$ cat src/rtl/async_mem_pkg.sv
// Shared types and constants for the Wishbone-to-async-static-memory initiator.
package async_mem_pkg;

  localparam int WST_W  = 5;
  localparam int IDCY_W = 4;
  localparam int BL     = 4;
  localparam int CNT_W  = WST_W;

  typedef enum logic [2:0] {
    IDLE   = 3'd0,
    SETUP  = 3'd1,
    STROBE = 3'd2,
    HOLD   = 3'd3,
    TURN   = 3'd4
  } state_e;

  // Levels driven onto the memory bus whenever no access is in progress.
  localparam logic          CS_N_IDLE  = 1'b1;
  localparam logic          OE_N_IDLE  = 1'b1;
  localparam logic          WE_N_IDLE  = 1'b1;
  localparam logic [BL-1:0] BLS_N_IDLE = 4'hF;

  function automatic logic bus_active(input state_e s);
    return (s == SETUP) || (s == STROBE) || (s == HOLD);
  endfunction

endpackage

$ cat src/rtl/async_mem_wait_cnt.sv
// Loadable down-counter with a zero flag; times both the strobe and turnaround phases.
module async_mem_wait_cnt #(
  parameter int W = 5
) (
  input  logic         clk_i,
  input  logic         rst_n_i,
  input  logic         load_i,
  input  logic [W-1:0] load_val_i,
  output logic         zero_o
);

  logic [W-1:0] cnt_q;
  logic [W-1:0] cnt_d;

  // Next count: load wins, otherwise decrement and saturate at zero.
  always_comb begin
    cnt_d = cnt_q;
    if (load_i) begin
      cnt_d = load_val_i;
    end else if (cnt_q != {W{1'b0}}) begin
      cnt_d = cnt_q - {{(W-1){1'b0}}, 1'b1};
    end else begin
      cnt_d = cnt_q;
    end
  end

  // Count register.
  always_ff @(posedge clk_i or negedge rst_n_i) begin
    if (!rst_n_i) begin
      cnt_q <= {W{1'b0}};
    end else begin
      cnt_q <= cnt_d;
    end
  end

  assign zero_o = (cnt_q == {W{1'b0}});

endmodule

$ cat src/rtl/wb_async_mem_initiator.sv
// Wishbone slave that turns each request into one access on a 32-bit async static-memory bus
// with run-time programmable wait states and turnaround.
module wb_async_mem_initiator
  import async_mem_pkg::*;
#(
  parameter int AW = 24,
  parameter int DW = 32
) (
  input  logic          wb_clk_i,
  input  logic          wb_rst_n_i,
  input  logic [AW-1:0] wb_adr_i,
  input  logic [DW-1:0] wb_dat_i,
  output logic [DW-1:0] wb_dat_o,
  input  logic [BL-1:0] wb_sel_i,
  input  logic          wb_we_i,
  input  logic          wb_cyc_i,
  input  logic          wb_stb_i,
  output logic          wb_ack_o,
  input  logic [IDCY_W-1:0] idcy_i,
  input  logic [WST_W-1:0]  wst1_i,
  input  logic [WST_W-1:0]  wst2_i,
  output logic [AW-1:0] mem_a_o,
  input  logic [DW-1:0] mem_d_i,
  output logic [DW-1:0] mem_d_o,
  output logic          mem_d_oe,
  output logic          mem_cs_n,
  output logic          mem_oe_n,
  output logic          mem_we_n,
  output logic [BL-1:0] mem_bls_n
);

  state_e state_q, state_d;

  logic [AW-1:0]     mem_a_q;
  logic [DW-1:0]     mem_d_q;
  logic [DW-1:0]     dat_o_q;
  logic [BL-1:0]     sel_q;
  logic              we_q;
  logic [WST_W-1:0]  wst1_q, wst2_q;
  logic [IDCY_W-1:0] idcy_q;
  logic              abort_q, abort_d;
  logic              ack_q, ack_d;
  logic              cs_n_q, cs_n_d;
  logic              oe_n_q, oe_n_d;
  logic              we_n_q, we_n_d;
  logic [BL-1:0]     bls_n_q, bls_n_d;
  logic              d_oe_q, d_oe_d;

  logic              accept_s;
  logic              we_eff_s;
  logic              cap_s;
  logic              cnt_load_s;
  logic [CNT_W-1:0]  cnt_val_s;
  logic              cnt_zero_s;
  logic [IDCY_W-1:0] idcy_m1_s;

  assign accept_s  = (state_q == IDLE) && wb_cyc_i && wb_stb_i;
  // Direction is needed one cycle before it is registered, to drive SETUP outputs.
  assign we_eff_s  = accept_s ? wb_we_i : we_q;
  assign cap_s     = (state_q == STROBE) && cnt_zero_s && !we_q;
  assign idcy_m1_s = idcy_q - {{(IDCY_W-1){1'b0}}, 1'b1};

  async_mem_wait_cnt #(.W(CNT_W)) u_wait_cnt (
    .clk_i      (wb_clk_i),
    .rst_n_i    (wb_rst_n_i),
    .load_i     (cnt_load_s),
    .load_val_i (cnt_val_s),
    .zero_o     (cnt_zero_s)
  );

  // Next-state logic and phase-counter loading.
  always_comb begin
    state_d    = state_q;
    cnt_load_s = 1'b0;
    cnt_val_s  = {CNT_W{1'b0}};
    case (state_q)
      IDLE: begin
        if (wb_cyc_i && wb_stb_i) state_d = SETUP;
        else                      state_d = IDLE;
      end
      SETUP: begin
        state_d    = STROBE;
        cnt_load_s = 1'b1;
        cnt_val_s  = we_q ? wst2_q : wst1_q;
      end
      STROBE: begin
        if (cnt_zero_s) state_d = HOLD;
        else            state_d = STROBE;
      end
      HOLD: begin
        if (idcy_q == {IDCY_W{1'b0}}) begin
          state_d = IDLE;
        end else begin
          state_d    = TURN;
          cnt_load_s = 1'b1;
          cnt_val_s  = {{(CNT_W-IDCY_W){1'b0}}, idcy_m1_s};
        end
      end
      TURN: begin
        if (cnt_zero_s) state_d = IDLE;
        else            state_d = TURN;
      end
      default: state_d = IDLE;
    endcase
  end

  // Bus outputs are decoded from the next state so the pins come straight from flops.
  always_comb begin
    cs_n_d  = bus_active(state_d) ? 1'b0 : CS_N_IDLE;
    oe_n_d  = ((state_d == STROBE) && !we_eff_s) ? 1'b0 : OE_N_IDLE;
    we_n_d  = ((state_d == STROBE) && we_eff_s) ? 1'b0 : WE_N_IDLE;
    bls_n_d = ((state_d == STROBE) && we_eff_s) ? ~sel_q : BLS_N_IDLE;
    d_oe_d  = bus_active(state_d) && we_eff_s;
    ack_d   = (state_q == STROBE) && cnt_zero_s && !abort_q && wb_cyc_i;
    if (accept_s) begin
      abort_d = 1'b0;
    end else if (((state_q == SETUP) || (state_q == STROBE)) && !wb_cyc_i) begin
      abort_d = 1'b1;
    end else begin
      abort_d = abort_q;
    end
  end

  // FSM state register.
  always_ff @(posedge wb_clk_i or negedge wb_rst_n_i) begin
    if (!wb_rst_n_i) begin
      state_q <= IDLE;
    end else begin
      state_q <= state_d;
    end
  end

  // Registered memory-bus controls and Wishbone handshake.
  always_ff @(posedge wb_clk_i or negedge wb_rst_n_i) begin
    if (!wb_rst_n_i) begin
      cs_n_q  <= CS_N_IDLE;
      oe_n_q  <= OE_N_IDLE;
      we_n_q  <= WE_N_IDLE;
      bls_n_q <= BLS_N_IDLE;
      d_oe_q  <= 1'b0;
      ack_q   <= 1'b0;
      abort_q <= 1'b0;
    end else begin
      cs_n_q  <= cs_n_d;
      oe_n_q  <= oe_n_d;
      we_n_q  <= we_n_d;
      bls_n_q <= bls_n_d;
      d_oe_q  <= d_oe_d;
      ack_q   <= ack_d;
      abort_q <= abort_d;
    end
  end

  // Request capture and read-data capture; timing is frozen for the whole access.
  always_ff @(posedge wb_clk_i or negedge wb_rst_n_i) begin
    if (!wb_rst_n_i) begin
      mem_a_q <= {AW{1'b0}};
      mem_d_q <= {DW{1'b0}};
      dat_o_q <= {DW{1'b0}};
      sel_q   <= {BL{1'b0}};
      we_q    <= 1'b0;
      wst1_q  <= {WST_W{1'b0}};
      wst2_q  <= {WST_W{1'b0}};
      idcy_q  <= {IDCY_W{1'b0}};
    end else begin
      if (accept_s) begin
        mem_a_q <= wb_adr_i;
        sel_q   <= wb_sel_i;
        we_q    <= wb_we_i;
        wst1_q  <= wst1_i;
        wst2_q  <= wst2_i;
        idcy_q  <= idcy_i;
        if (wb_we_i) mem_d_q <= wb_dat_i;
        else         mem_d_q <= mem_d_q;
      end else begin
        mem_a_q <= mem_a_q;
      end
      if (cap_s) dat_o_q <= mem_d_i;
      else       dat_o_q <= dat_o_q;
    end
  end

  assign mem_a_o   = mem_a_q;
  assign mem_d_o   = mem_d_q;
  assign mem_d_oe  = d_oe_q;
  assign mem_cs_n  = cs_n_q;
  assign mem_oe_n  = oe_n_q;
  assign mem_we_n  = we_n_q;
  assign mem_bls_n = bls_n_q;
  assign wb_dat_o  = dat_o_q;
  assign wb_ack_o  = ack_q;

endmodule

$ cat config.mk
export PLATFORM = sky130hd
export DESIGN_NAME = wb_async_mem_initiator
export DESIGN_NICKNAME = d
export VERILOG_FILES = /design/src/rtl/async_mem_pkg.sv /design/src/rtl/async_mem_wait_cnt.sv /design/src/rtl/wb_async_mem_initiator.sv
export SDC_FILE = /design/constraint.sdc
export NUM_CORES = 1
export LEC_CHECK = 0
export ABC_AREA = 1
export BUFFER_PORTS_ARGS = -buffer_cell sky130_fd_sc_hd__buf_2
export CAP_MARGIN = 40
export CORE_UTILIZATION = 40
export CTS_CLUSTER_SIZE = 14
export DETAILED_ROUTE_END_ITERATION = 10
export PLACE_DENSITY = 0.68
export SETUP_SLACK_MARGIN = 0.2
export SLEW_MARGIN = 5
export SYNTH_ARGS = -nofsm -noshare
export SYNTH_HDL_FRONTEND = slang
export SYNTH_SLANG_ARGS = --single-unit
$ cat constraint.sdc
create_clock -name wb_clk_i -period 4.6 [get_ports wb_clk_i]
set_clock_uncertainty 0.15 [all_clocks]
set_input_delay 0.23 -clock wb_clk_i [delete_from_list [all_inputs] [get_ports wb_clk_i]]
set_output_delay 0.23 -clock wb_clk_i [all_outputs]
set_load 0.02 [all_outputs]
### Yosys cells after proc, flatten, opt, wreduce, memory -nomap -nowiden

Index checks and enable logic that the tools add are counted.

| word-level totals | value |
|---|---|
| flip-flop bits (word level) | 125 |
| output and inout port bits | 97 |
| word-level logic and storage cells | 71 |

| cells by class | value |
|---|---|
| add/subtract/negate cells | 2 |
| eq/ne operators | 7 |
| mux-type cells | 19 |
| bitwise logic cells | 1 |
| reductions and logical operators | 25 |

Operators with widths:

| kind | number |
|---|---|
| 5-bit two-way mux | 3 |
| 3-bit one-hot mux with 5 select lines | 1 |
| 3-bit by 2-bit equality test with 1-bit output, second input constant | 4 |
| 1-bit logical AND | 11 |
| 5-bit one-hot mux with 2 select lines | 1 |
| 1-bit two-way mux | 9 |
| 4-bit two-way mux | 2 |
| 3-bit by 1-bit equality test with 1-bit output, second input constant | 2 |
| 3-bit two-way mux | 2 |
| 5-bit logical NOT | 1 |
| 5-bit nonzero test | 1 |
| 5-bit by 1-bit subtractor with 5-bit output, second input constant | 1 |
| 1-bit logical NOT | 4 |
| 4-bit logical NOT | 1 |
| 4-bit inverter | 1 |
| 2-bit nonzero test | 2 |
| 4-bit by 1-bit subtractor with 4-bit output, second input constant | 1 |
| 3-bit equality test, second input constant | 1 |
| 3-bit logical NOT | 1 |
| 1-bit logical OR | 3 |
| 1-bit one-hot mux with 2 select lines | 1 |
| 2-bit AND reduction | 1 |

### Longest topological paths before layout

Gate-level depths: netlist of the first run.

| logic depth | value |
|---|---|
| depth in word-level cells | 7 |
| depth in mapped cells | 9 |

### Modules after synthesis

A second synthesis of the first run with hierarchy kept.

| unflattened totals | value |
|---|---|
| cell total of the unflattened synthesis | 569 |
| area, all modules | 5056.1 um^2 |

Modules (own cells, without submodules):

| module | times used | cells an instance | area each (um^2) | seq. area each (um^2) |
|---|---|---|---|---|
| wb_async_mem_initiator | 1 | 530 | 4753.3 | 3011.6 |
| async_mem_wait_cnt | 1 | 39 | 302.8 | 125.1 |

### Least setup slack after synthesis of the first run

No wires, ideal clock.

| path | value |
|---|---|
| kind | register -> register |
| start point | register u_wait_cnt.cnt_q[0] |
| end point | register dat_o_q[20] (netlist: wb_dat_o[20]) |
| arrival | 1345 ps |
| setup slack | 2982 ps |
| cell stages (with the launch flop) | 9 |
| clock period less this slack | 1618 ps |
| path through | dfrtp_1 > inv_1 > ha_1 > nand2_1 > nor2_4 > nand2_4 > clkbuf_1 > o21ai_0 > nand2_1 |

| on the way | value |
|---|---|
| longest elaborated chain between the ends | 3 |

Ends and longest elaborated chain:

| item | line | source |
|---|---|---|
| start: declaration | async_mem_wait_cnt.sv:12 | `logic [W-1:0] cnt_q;` |
| start signal: assignment | async_mem_wait_cnt.sv:30 | `cnt_q <= {W{1'b0}};` |
| start signal: assignment | async_mem_wait_cnt.sv:32 | `cnt_q <= cnt_d;` |
| 5-bit logical NOT | async_mem_wait_cnt.sv:36 | `assign zero_o = (cnt_q == {W{1'b0}});` |
| 1-bit logical AND (2 in series) | wb_async_mem_initiator.sv:60 | `assign cap_s = (state_q == STROBE) && cnt_zero_s && !we_q;` |
| end signal: assignment | wb_async_mem_initiator.sv:159 | `dat_o_q <= {DW{1'b0}};` |
| end signal: assignment | wb_async_mem_initiator.sv:178 | `if (cap_s) dat_o_q <= mem_d_i;` |
| end signal: assignment | wb_async_mem_initiator.sv:179 | `else dat_o_q <= dat_o_q;` |
| end: declaration | wb_async_mem_initiator.sv:36 | `logic [DW-1:0] dat_o_q;` |

Every way passes these cells.
A chain may end at the register's enable or synchronous reset.

### Worst setup path after layout of the first run

| path | value |
|---|---|
| start point | register state_q[1] |
| end point | register mem_d_q[26] (netlist: mem_d_o[26]) |

| on the way | value |
|---|---|
| longest elaborated chain between the ends | 4 |

Ends and longest elaborated chain:

| item | line | source |
|---|---|---|
| start: declaration | wb_async_mem_initiator.sv:32 | `state_e state_q, state_d;` |
| start signal: assignment | wb_async_mem_initiator.sv:129 | `state_q <= state_d;` |
| 3-bit logical NOT | wb_async_mem_initiator.sv:57 | `assign accept_s = (state_q == IDLE) && wb_cyc_i && wb_stb_i;` |
| 1-bit logical AND (2 in series) | wb_async_mem_initiator.sv:57 |  |
| 2-bit AND reduction (no source line) | -- |  |
| end signal: assignment | wb_async_mem_initiator.sv:158 | `mem_d_q <= {DW{1'b0}};` |
| end signal: assignment | wb_async_mem_initiator.sv:173 | `if (wb_we_i) mem_d_q <= wb_dat_i;` |
| end signal: assignment | wb_async_mem_initiator.sv:174 | `else mem_d_q <= mem_d_q;` |
| end: declaration | wb_async_mem_initiator.sv:35 | `logic [DW-1:0] mem_d_q;` |

Every way passes these cells.

==> metrics.md, run 1 <==
| Metric | Value |
|---|---|
| Required @ worst endpoint | `4.79 ns` |
| Router iterations before antenna repair | `4` |
| First-pass GRT wire length | `24100 µm` |
| Vias | `4924` |
| Chip Height | `115 µm` |
| Max_cap viols | `0` |
| Post-synth cell types | `26` |
| Via density | `4.54` |
| Total negative slack | `0 ns` |
| CP max stage cell | `inv_4` |
| Critical path fanouts, max | `53` |
| LEAKAGE | `0.00435 µW` |
| CP top delay family | `simple AND/OR/NAND/NOR gates` |
| Die area | `13200 µm²` |
| Syn_nets | `704` |
| Slew Limit Fails | `0` |
| Max incr delay on CP | `0.54 ns` |
| Critical path class | `reg -> reg` |
| Worst Tran Pin Value | `0.682 ns` |
| Hold_buf cts | `108` |
| PwrDens | `548 nW/µm²` |
| Avg WL per Cell | `13.4 µm` |
| CP endpoint kind | `register` |
| RSZ-0062 raised after global routing | `no` |
| Warnings, synthesis | `0` |
| Clock Latency Late Sink | `0.40 ns` |
| Cts repair resizes | `0` |
| Die W | `115 µm` |
| Post-CTS Setup Inserts | `0` |
| Peak supply drop | `269 µV` |
| Fmax | `0.370 GHz` |
| Post-route ant nets | `0` |
| DR DRC count | `0` |
| TritonCTS buffer count | `17` |
| Count of final setup violators | `0` |
| Syn_area_per_cell | `8.68 µm²` |
| Post-Syn Instances | `589` |
| CP Cell Sequence | `nor2_2 > nand3_4 > inv_4 > nand2_4 > inv_4 > nand2_1 > nand2_1` |
| IO buf count | `207` |
| Initial antenna violation count | `1` |
| Register area | `3140 µm²` |
| Setup WS post-layout | `1.90 ns` |
| Clock Path Buffers | `2` |
| DP Worst Slack | `1.90 ns` |
| Largest net degree at the start of global routing | `54` |
| GR Overflow Total | `0` |
| Synthesis-stage register bit count | `125` |
| Final Hold Viols | `0` |
| I/O pin total | `208` |
| Crit path time final | `2.70 ns` |
| Fill cell count | `1023` |
| Data arrival time of the critical path | `2.89 ns` |
| Outcome | `completed` |
| # rows | `40` |
| Mapped cell area | `5110 µm²` |
| Htree depth | `4` |
| Initial DRC count | `274` |
| Post-DP HPWL | `9180 µm` |
| Multi-input logic area | `1710 µm²` |
| Worst slew margin | `54.4%` |
| CTS tree | `done` |
| Share of cells above drive strength 1 | `28.3%` |
| Crit start category | `register` |
| Final period util | `58.7%` |
| Syn-to-layout area delta | `56.5%` |
| Number of global-route vias before repair | `5186` |
| Buf+Inv Stages, Crit Path | `2` |
| Seq/Total Area, Yosys | `61.4%` |
| Initial Utilization | `41.9%` |
| Root Buffer | `clkbuf_16` |
| Min-Delay Path Class | `in -> async` |
| Placeable Area | `12200 µm²` |
| Final nets | `1016` |
| Final Wtd Congestion | `0.842` |
| Total wire length | `14600 µm` |
| Num Clock Sinks | `125` |
| Total GRT Usage | `23.5%` |
| Clock transition at the registers of the reported paths | `0.06 ns` |
[worst paths after layout]
kind	cells past startpoint	start	slack [ns]	endpoint
setup / recovery	7	state_q[1]	1.90	mem_d_o[26]
hold / removal	2	wb_rst_n_i	0.21	mem_d_o[11]
setup reg to reg	7	state_q[1]	1.90	mem_d_o[26]
hold reg to reg	1	sel_q[0]	0.28	mem_bls_n[0]
max in group asynchronous	4	wb_rst_n_i	2.90	mem_cs_n
min in group wb_clk_i	4	wb_we_i	0.23	mem_d_o[17]
[placed cells by master, fill, tap and decap left out]
cell and n:
diode_2 2, nor2_4 2, clkbuf_1 1, dfstp_2 7, xor2_1 1, inv_1 28
nand3_1 15, nor3_1 1, buf_2 206, xnor2_1 1, nor2_2 2, nand3_4 1
clkinv_2 1, nor2_1 9, clkbuf_16 17, nand2_1 317, clkbuf_8 1, clkinv_4 6
o21ai_0 45, dlygate4sd3_1 108, bufinv_16 5, nand2_4 2, inv_4 2, ha_1 4
buf_12 1, inv_2 1, o21ai_1 5, a21oi_1 2, clkinvlp_4 1, nand2_2 1
dfrtp_1 118, buf_4 3
[worst reg2reg max path: stages, from the launching register on]
cell     delay [ns]
dfrtp_1        0.43
nor2_2         0.17
nand3_4        0.36
inv_4          0.55
nand2_4        0.37
inv_4          0.38
nand2_1        0.13
nand2_1        0.09
[routing by layer]
metal	wire [µm]	up-vias	GRT usage, %	part of all wire [%]
met1	5830	2313	27.9	40
met5	0	-	0	0
met3	710	28	6.38	4.9
li1	-	2437	-	-
met4	310	0	10.0	2.1
met2	7700	146	40.3	53
[stage by stage]
stage	instance area (µm²)	power, µW	hold slack (ns)	util, %	instances
after floorplan	5110	2410	-0.216	-	589
after global placement	6230	2810	0.256	51.1	941
after detailed placement	6250	2850	0.104	51.2	942
after CTS	7990	4410	0.211	65.5	1082
after global routing	8000	4660	0.249	65.5	1083
final	8000	4380	0.205	65.5	1084
[registers in the layout (all words and copies together), names as in the netlist]
| register | cells |
|---|---|
| mem_cs_n | 1 |
| mem_a_o | 24 |
| u_wait_cnt.cnt_q | 5 |
| wb_ack_o | 1 |
| we_q | 1 |
| wb_dat_o | 32 |
| mem_we_n | 1 |
| mem_d_o | 32 |
| mem_oe_n | 1 |
| mem_d_oe | 1 |
| wst2_q | 5 |
| idcy_q | 4 |
| state_q | 3 |
| wst1_q | 5 |
| sel_q | 4 |
| abort_q | 1 |
| mem_bls_n | 4 |
[final cells by class]
type | count | area share [%]
antenna | 2 | 0.0626
clock buffer | 19 | 5.54
clock inverter | 13 | 2.69
multi-input combinational | 408 | 21.4
tap | 168 | 2.63
timing repair buffer | 318 | 26.9
sequential | 125 | 39.2
inverter | 31 | 1.52
[power breakdown]
group          internal (µW)  switching [µW]
clock network            980             486
registers               1420             176
logic                    466             859
total                   2860            1520
[cells in the mapped netlist (all sizes together)]
cell type | n | area share (%)
nand2 | 320 | 24
dfrtp | 118 | 58
o21ai | 50 | 4.9
inv | 31 | 2.4
buf | 17 | 2.1
nand3 | 16 | 1.8
nor2 | 13 | 1.3
clkbuf | 8 | 0.61
dfstp | 7 | 3.6
ha | 4 | 0.98
a21oi | 2 | 0.20
nor3 | 1 | 0.098
xnor2 | 1 | 0.17
xor2 | 1 | 0.17
[cells by family after synthesis]
group | Yosys count | synth area share [%]
AOI/OAI and AO/OA | 52 | 5.09
xor gates and xnor gates | 2 | 0.343
adders and majority gates | 4 | 0.979
buffers and inverters | 56 | 5.12
DFF | 125 | 61.4
and+or+nand+nor | 350 | 27.1
Power figures use the tool's default switching activity.
==> inputs of run 2 (changes only) <==
PLACE_DENSITY = 0.71   (was 0.68)
clock period = 2.45 ns   (was 4.6 ns; I/O delays follow)
==> run 2 against run 1 <==
  * Clock power rose by 74%
  * Sequential power up 88%
  * Worst setup slack got worse by 1.4 ns
  * Sequential share of layout area is essentially flat
  * Non-clock buffer count is 4 higher
  * Register-to-register slack worse by 1.4 ns
  * Clock-buffer cell count increased by 6
  * Die area is the same
  * Critical path type unchanged
  * Largest power group unchanged
==> metrics.md, run 2 (synthesis results as in run 1) <==
| Metric | Value |
|---|---|
| Root Buffer | `clkbuf_16` |
| Num Clock Sinks | `125` |
| Total wire length | `14500 µm` |
| Share of cells above drive strength 1 | `28.3%` |
| Post-CTS Setup Inserts | `0` |
| Worst Tran Pin Value | `0.814 ns` |
| Setup WS post-layout | `0.485 ns` |
| Initial antenna violation count | `0` |
| Post-DP HPWL | `8800 µm` |
| Cts repair resizes | `0` |
| Layout Cells excl Fill | `1088` |
| Htree depth | `4` |
| Die area | `13200 µm²` |
| Peak supply drop | `489 µV` |
| Post-route ant nets | `0` |
| # rows | `40` |
| Critical path fanouts, max | `24` |
| IO buf count | `207` |
| Initial Utilization | `41.9%` |
| Clock Path Buffers | `2` |
| Commonest non-fill, non-tap cell in the layout | `nand2_1` |
| R2R setup slack | `0.49 ns` |
| Router iterations before antenna repair | `5` |
| Placeable Area | `12200 µm²` |
| Min-Delay Path Class | `in -> async` |
| Via density | `4.59` |
| Die W | `115 µm` |
| Final nets | `1020` |
| Initial DRC count | `311` |
| RSZ-0062 raised after global routing | `no` |
| Hold_buf cts | `108` |
| Slew Limit Fails | `0` |
| Vias | `4998` |
| Avg WL per Cell | `13.3 µm` |
| Final period util | `80.2%` |
| Syn-to-layout area delta | `56.3%` |
| Inst Count DP | `946` |
| Outcome | `completed` |
| GR Overflow Total | `0` |
| I/O pin total | `208` |
| Crit path time final | `1.96 ns` |
| Required @ worst endpoint | `2.58 ns` |
| Count of final setup violators | `0` |
| DP Worst Slack | `0.519 ns` |
| CP endpoint kind | `register` |
| Largest net degree at the start of global routing | `53` |
| Fill cell count | `1034` |
| Crit start category | `register` |
| Clock transition at the registers of the reported paths | `0.05 ns` |
| Data arrival time of the critical path | `2.10 ns` |
| Final Hold Viols | `0` |
| PwrDens | `1010 nW/µm²` |
| TritonCTS buffer count | `17` |
| Number of global-route vias before repair | `5138` |
| First-pass GRT wire length | `23500 µm` |
| Commonest non-fill, non-tap cells in the layout | `nand2_1, buf_2, dfrtp_1` |
| Total GRT Usage | `23.3%` |
| Final Wtd Congestion | `0.803` |
| CTS tree | `done` |
| Clock Latency Late Sink | `0.41 ns` |
| Fmax | `0.509 GHz` |
| Critical path class | `reg -> reg` |
| Chip Height | `115 µm` |
| Worst slew margin | `45.8%` |
| LEAKAGE | `0.00435 µW` |
| DR DRC count | `0` |
| Total negative slack | `0 ns` |
| Max_cap viols | `0` |
-- run 2: stage by stage --
step	utilization, %	total power (µW)	cell area (µm²)	hold WS [ns]
2_1_floorplan	-	4530	5110	-0.323
4_1_cts	65.4	8080	7980	0.0397
6_report	65.4	8030	7990	0.0429
5_1_grt	65.4	8550	7980	0.0974
3_3_place_gp	51.6	5310	6300	-0.0587
3_5_place_dp	51.6	5360	6300	-0.0567
-- run 2: final cells by class --
class | instances | area (µm²) | area share, %
multi-input cells | 408 | 1710 | 21.4
repair buffers | 322 | 2200 | 27.5
inverters | 31 | 121 | 1.52
clock inverters | 7 | 110 | 1.38
clock buffers | 25 | 495 | 6.20
well taps | 168 | 210 | 2.63
diodes | 2 | 5.00 | 0.0626
flip-flops and latches | 125 | 3140 | 39.3
-- run 2: final timing paths --
check	start	to	cells after the start
setup / recovery	u_wait_cnt.cnt_q[0]	wb_dat_o[4]	8
hold / removal	wb_rst_n_i	wb_dat_o[17]	2
setup reg to reg	u_wait_cnt.cnt_q[0]	wb_dat_o[4]	8
hold reg to reg	sel_q[0]	mem_bls_n[0]	1
max in group asynchronous	wb_rst_n_i	mem_bls_n[3]	3
min in group wb_clk_i	wb_stb_i	sel_q[2]	6
-- run 2: routing by layer --
metal / GRT usage [%] / share of wire (%) / vias up
li1: - / - / 2438
met1: 26.5 / 41 / 2337
met2: 38.9 / 50 / 173
met3: 6.59 / 4.6 / 50
met4: 14.3 / 4.0 / 0
met5: 0 / 0 / -
-- run 2: critical path, cell delays in order, from the launching register on --
cell	delay [ns]
dfrtp_1	0.36
inv_1	0.15
ha_1	0.17
nand2_1	0.08
nor2_4	0.20
nand2_4	0.15
buf_4	0.24
o21ai_0	0.23
nand2_1	0.10
-- run 2: power breakdown --
part	internal [µW]	leakage (µW)	switching (µW)	total, µW
registers	2660	0.00155	328	2990
clock network	1700	0.000301	855	2560
logic	889	0.00251	1600	2490
total	5250	0.00435	2780	8030
==> inputs of run 3 (changes only) <==
clock period = 1.8 ns   (was 2.45 ns; I/O delays follow)
==> run 3 against run 2 <==
  * First-iteration DRC count up 23%
  * Combinational power up 49%
  * Final area up 3.1%
  * Hold slack better by 0.0027 ns
  * Worst setup slack worse by 0.28 ns
  * Sequential power up 35%
  * Largest cell class unchanged
==> metrics.md, run 3 (synthesis results as in run 1) <==
| Metric | Value |
|---|---|
| Total GRT Usage | `24.0%` |
| Syn-to-layout area delta | `61.2%` |
| Comb pwr share | `33.0%` |
| Overall Power | `11200 µW` |
| Initial antenna violation count | `0` |
| Number of global-route vias before repair | `5275` |
| Post-route ant nets | `0` |
| GR Overflow Total | `0` |
| Num Clock Sinks | `125` |
| Root Buffer | `clkbuf_16` |
| Min-Delay Path Class | `in -> async` |
| Router iterations before antenna repair | `5` |
| CP top delay family | `simple AND/OR/NAND/NOR gates` |
| Initial DRC count | `381` |
| Layout Utilization | `67.4%` |
| CP endpoint kind | `register` |
| TritonCTS buffer count | `17` |
| Worst Tran Pin Value | `0.437 ns` |
| Count of final setup violators | `0` |
| Clock power frac | `31.1%` |
| NetSw | `3950 µW` |
| Worst slew margin | `70.8%` |
| CP Cell Sequence | `inv_2 > ha_4 > nand2_2 > nor2_4 > nand2_4 > nor2_4 > buf_12 > nand2_1 > nand2_1` |
| Data arrival time of the critical path | `1.79 ns` |
| Clock Latency Late Sink | `0.41 ns` |
| Clock Path Buffers | `2` |
| Required @ worst endpoint | `2.00 ns` |
| Register share of total power | `35.9%` |
| LEAKAGE | `0.00444 µW` |
| Vias | `5079` |
| Final nets | `1032` |
| Die area | `13200 µm²` |
| Register area | `3140 µm²` |
| IO buf count | `207` |
| Max_cap viols | `0` |
| DR DRC count | `0` |
| Switching share of total power | `35.1%` |
| Chip Height | `115 µm` |
| PwrDens | `1360 nW/µm²` |
| Total negative slack | `0 ns` |
| Final period util | `88.8%` |
| Critical path fanouts, max | `29` |
| Setup WS post-layout | `0.202 ns` |
| Multi-input logic area | `1780 µm²` |
| Commonest non-fill, non-tap cells in the layout | `nand2_1, buf_2, dfrtp_1` |
| Die W | `115 µm` |
| Clock transition at the registers of the reported paths | `0.06 ns` |
| Worst hold margin | `0.0456 ns` |
| Internal power | `7290 µW` |
| Via density | `4.63` |
| Htree depth | `4` |
| I/O pin total | `208` |
| CTS tree | `done` |
| Largest net degree at the start of global routing | `80` |
| Slew Limit Fails | `0` |
| CP max stage cell | `dfrtp_1` |
| Fill cell count | `951` |
| DP Worst Slack | `0.0928 ns` |
| Crit start category | `register` |
| Peak supply drop | `719 µV` |
| Commonest non-fill, non-tap cell in the layout | `nand2_1` |
| Final Hold Viols | `0` |
| Critical path class | `reg -> reg` |
| Diodes inserted | `0` |
| Initial Utilization | `41.9%` |
| Post-DP HPWL | `8670 µm` |
| Placeable Area | `12200 µm²` |
| Final Wtd Congestion | `0.794` |
| # rows | `40` |
| Max incr delay on CP | `0.39 ns` |
| Outcome | `completed` |
| RSZ-0062 raised after global routing | `yes` |
| Fmax | `0.626 GHz` |
| Share of cells above drive strength 1 | `30.2%` |
| Buf+Inv Stages, Crit Path | `2` |
| Avg WL per Cell | `13.9 µm` |
| Total wire length | `15300 µm` |
| First-pass GRT wire length | `24400 µm` |
| Crit path time final | `1.60 ns` |
-- run 3: cell types whose count changed in the layout (fill, tap and decap cells not counted), moves of 4 or more --
| cell | before | now |
|---|---|---|
| clkbuf_8 | 4 | 0 |
| o21ai_1 | 5 | 11 |
| o21ai_0 | 45 | 38 |
| buf_12 | 2 | 6 |
-- run 3: area by class of cell --
| class | instances | area share, % |
|---|---|---|
| inverter | 31 | 1.70 |
| clock inverter | 13 | 2.10 |
| timing repair buffer | 333 | 28.7 |
| clock buffer | 19 | 5.26 |
| multi-input combinational | 409 | 21.6 |
| sequential | 125 | 38.1 |
| tap | 168 | 2.55 |
-- run 3: tightest hold or removal path: stages --
cell and delay [ns]:
dlygate4sd3_1 0.52, buf_4 0.13, buf_12 0.24
-- run 3: final timing paths --
| path | startpoint | end | slack, ns | cells after the start |
|---|---|---|---|---|
| max in group asynchronous | wb_rst_n_i | mem_cs_n | 1.01 | 3 |
| max reg2reg | u_wait_cnt.cnt_q[1] | wb_dat_o[30] | 0.20 | 9 |
| min reg2reg | sel_q[2] | mem_bls_n[2] | 0.27 | 1 |
| min in group wb_clk_i | wb_dat_i[20] | mem_d_o[20] | 0.26 | 4 |
| max | u_wait_cnt.cnt_q[1] | wb_dat_o[30] | 0.20 | 9 |
| min | wb_rst_n_i | mem_d_o[28] | 0.05 | 3 |
-- run 3: per-stage QoR --
stage / instances / cell area [µm²]
6_report: 1098 / 8240
5_1_grt: 1098 / 8240
4_1_cts: 1094 / 8100
3_5_place_dp: 951 / 6370
3_3_place_gp: 951 / 6370
2_1_floorplan: 589 / 5110
-- run 3: layer usage --
layer,GRT usage (%),share of wire (%),wire [µm],up-vias
met5,0,0,0,-
met4,11.3,3.1,479,0
met3,6.85,6.0,918,48
met2,40.4,49,7560,209
met1,28.3,41,6320,2356
li1,-,-,-,2466
-- run 3: timing repair --
action	4_1_cts	5_1_grt
hold buffers	110	0
resized for setup	3	31
pin swaps	1	3
endpoints found under the hold margin	234	0
buffers inserted	1	1
cloned	0	3
endpoints found under the setup margin	66	106
-- run 3: power groups by stage --
| stage | combinational [µW] | sequential (µW) | clock [µW] |
|---|---|---|---|
| final | 3710 | 4030 | 3490 |
| after global routing | 4140 | 4120 | 3700 |
| after CTS | 3560 | 4000 | 3560 |
| after detailed placement | 3350 | 4030 | 0 |
| after global placement | 3280 | 4030 | 0 |
| after floorplan | 1460 | 4700 | 0 |
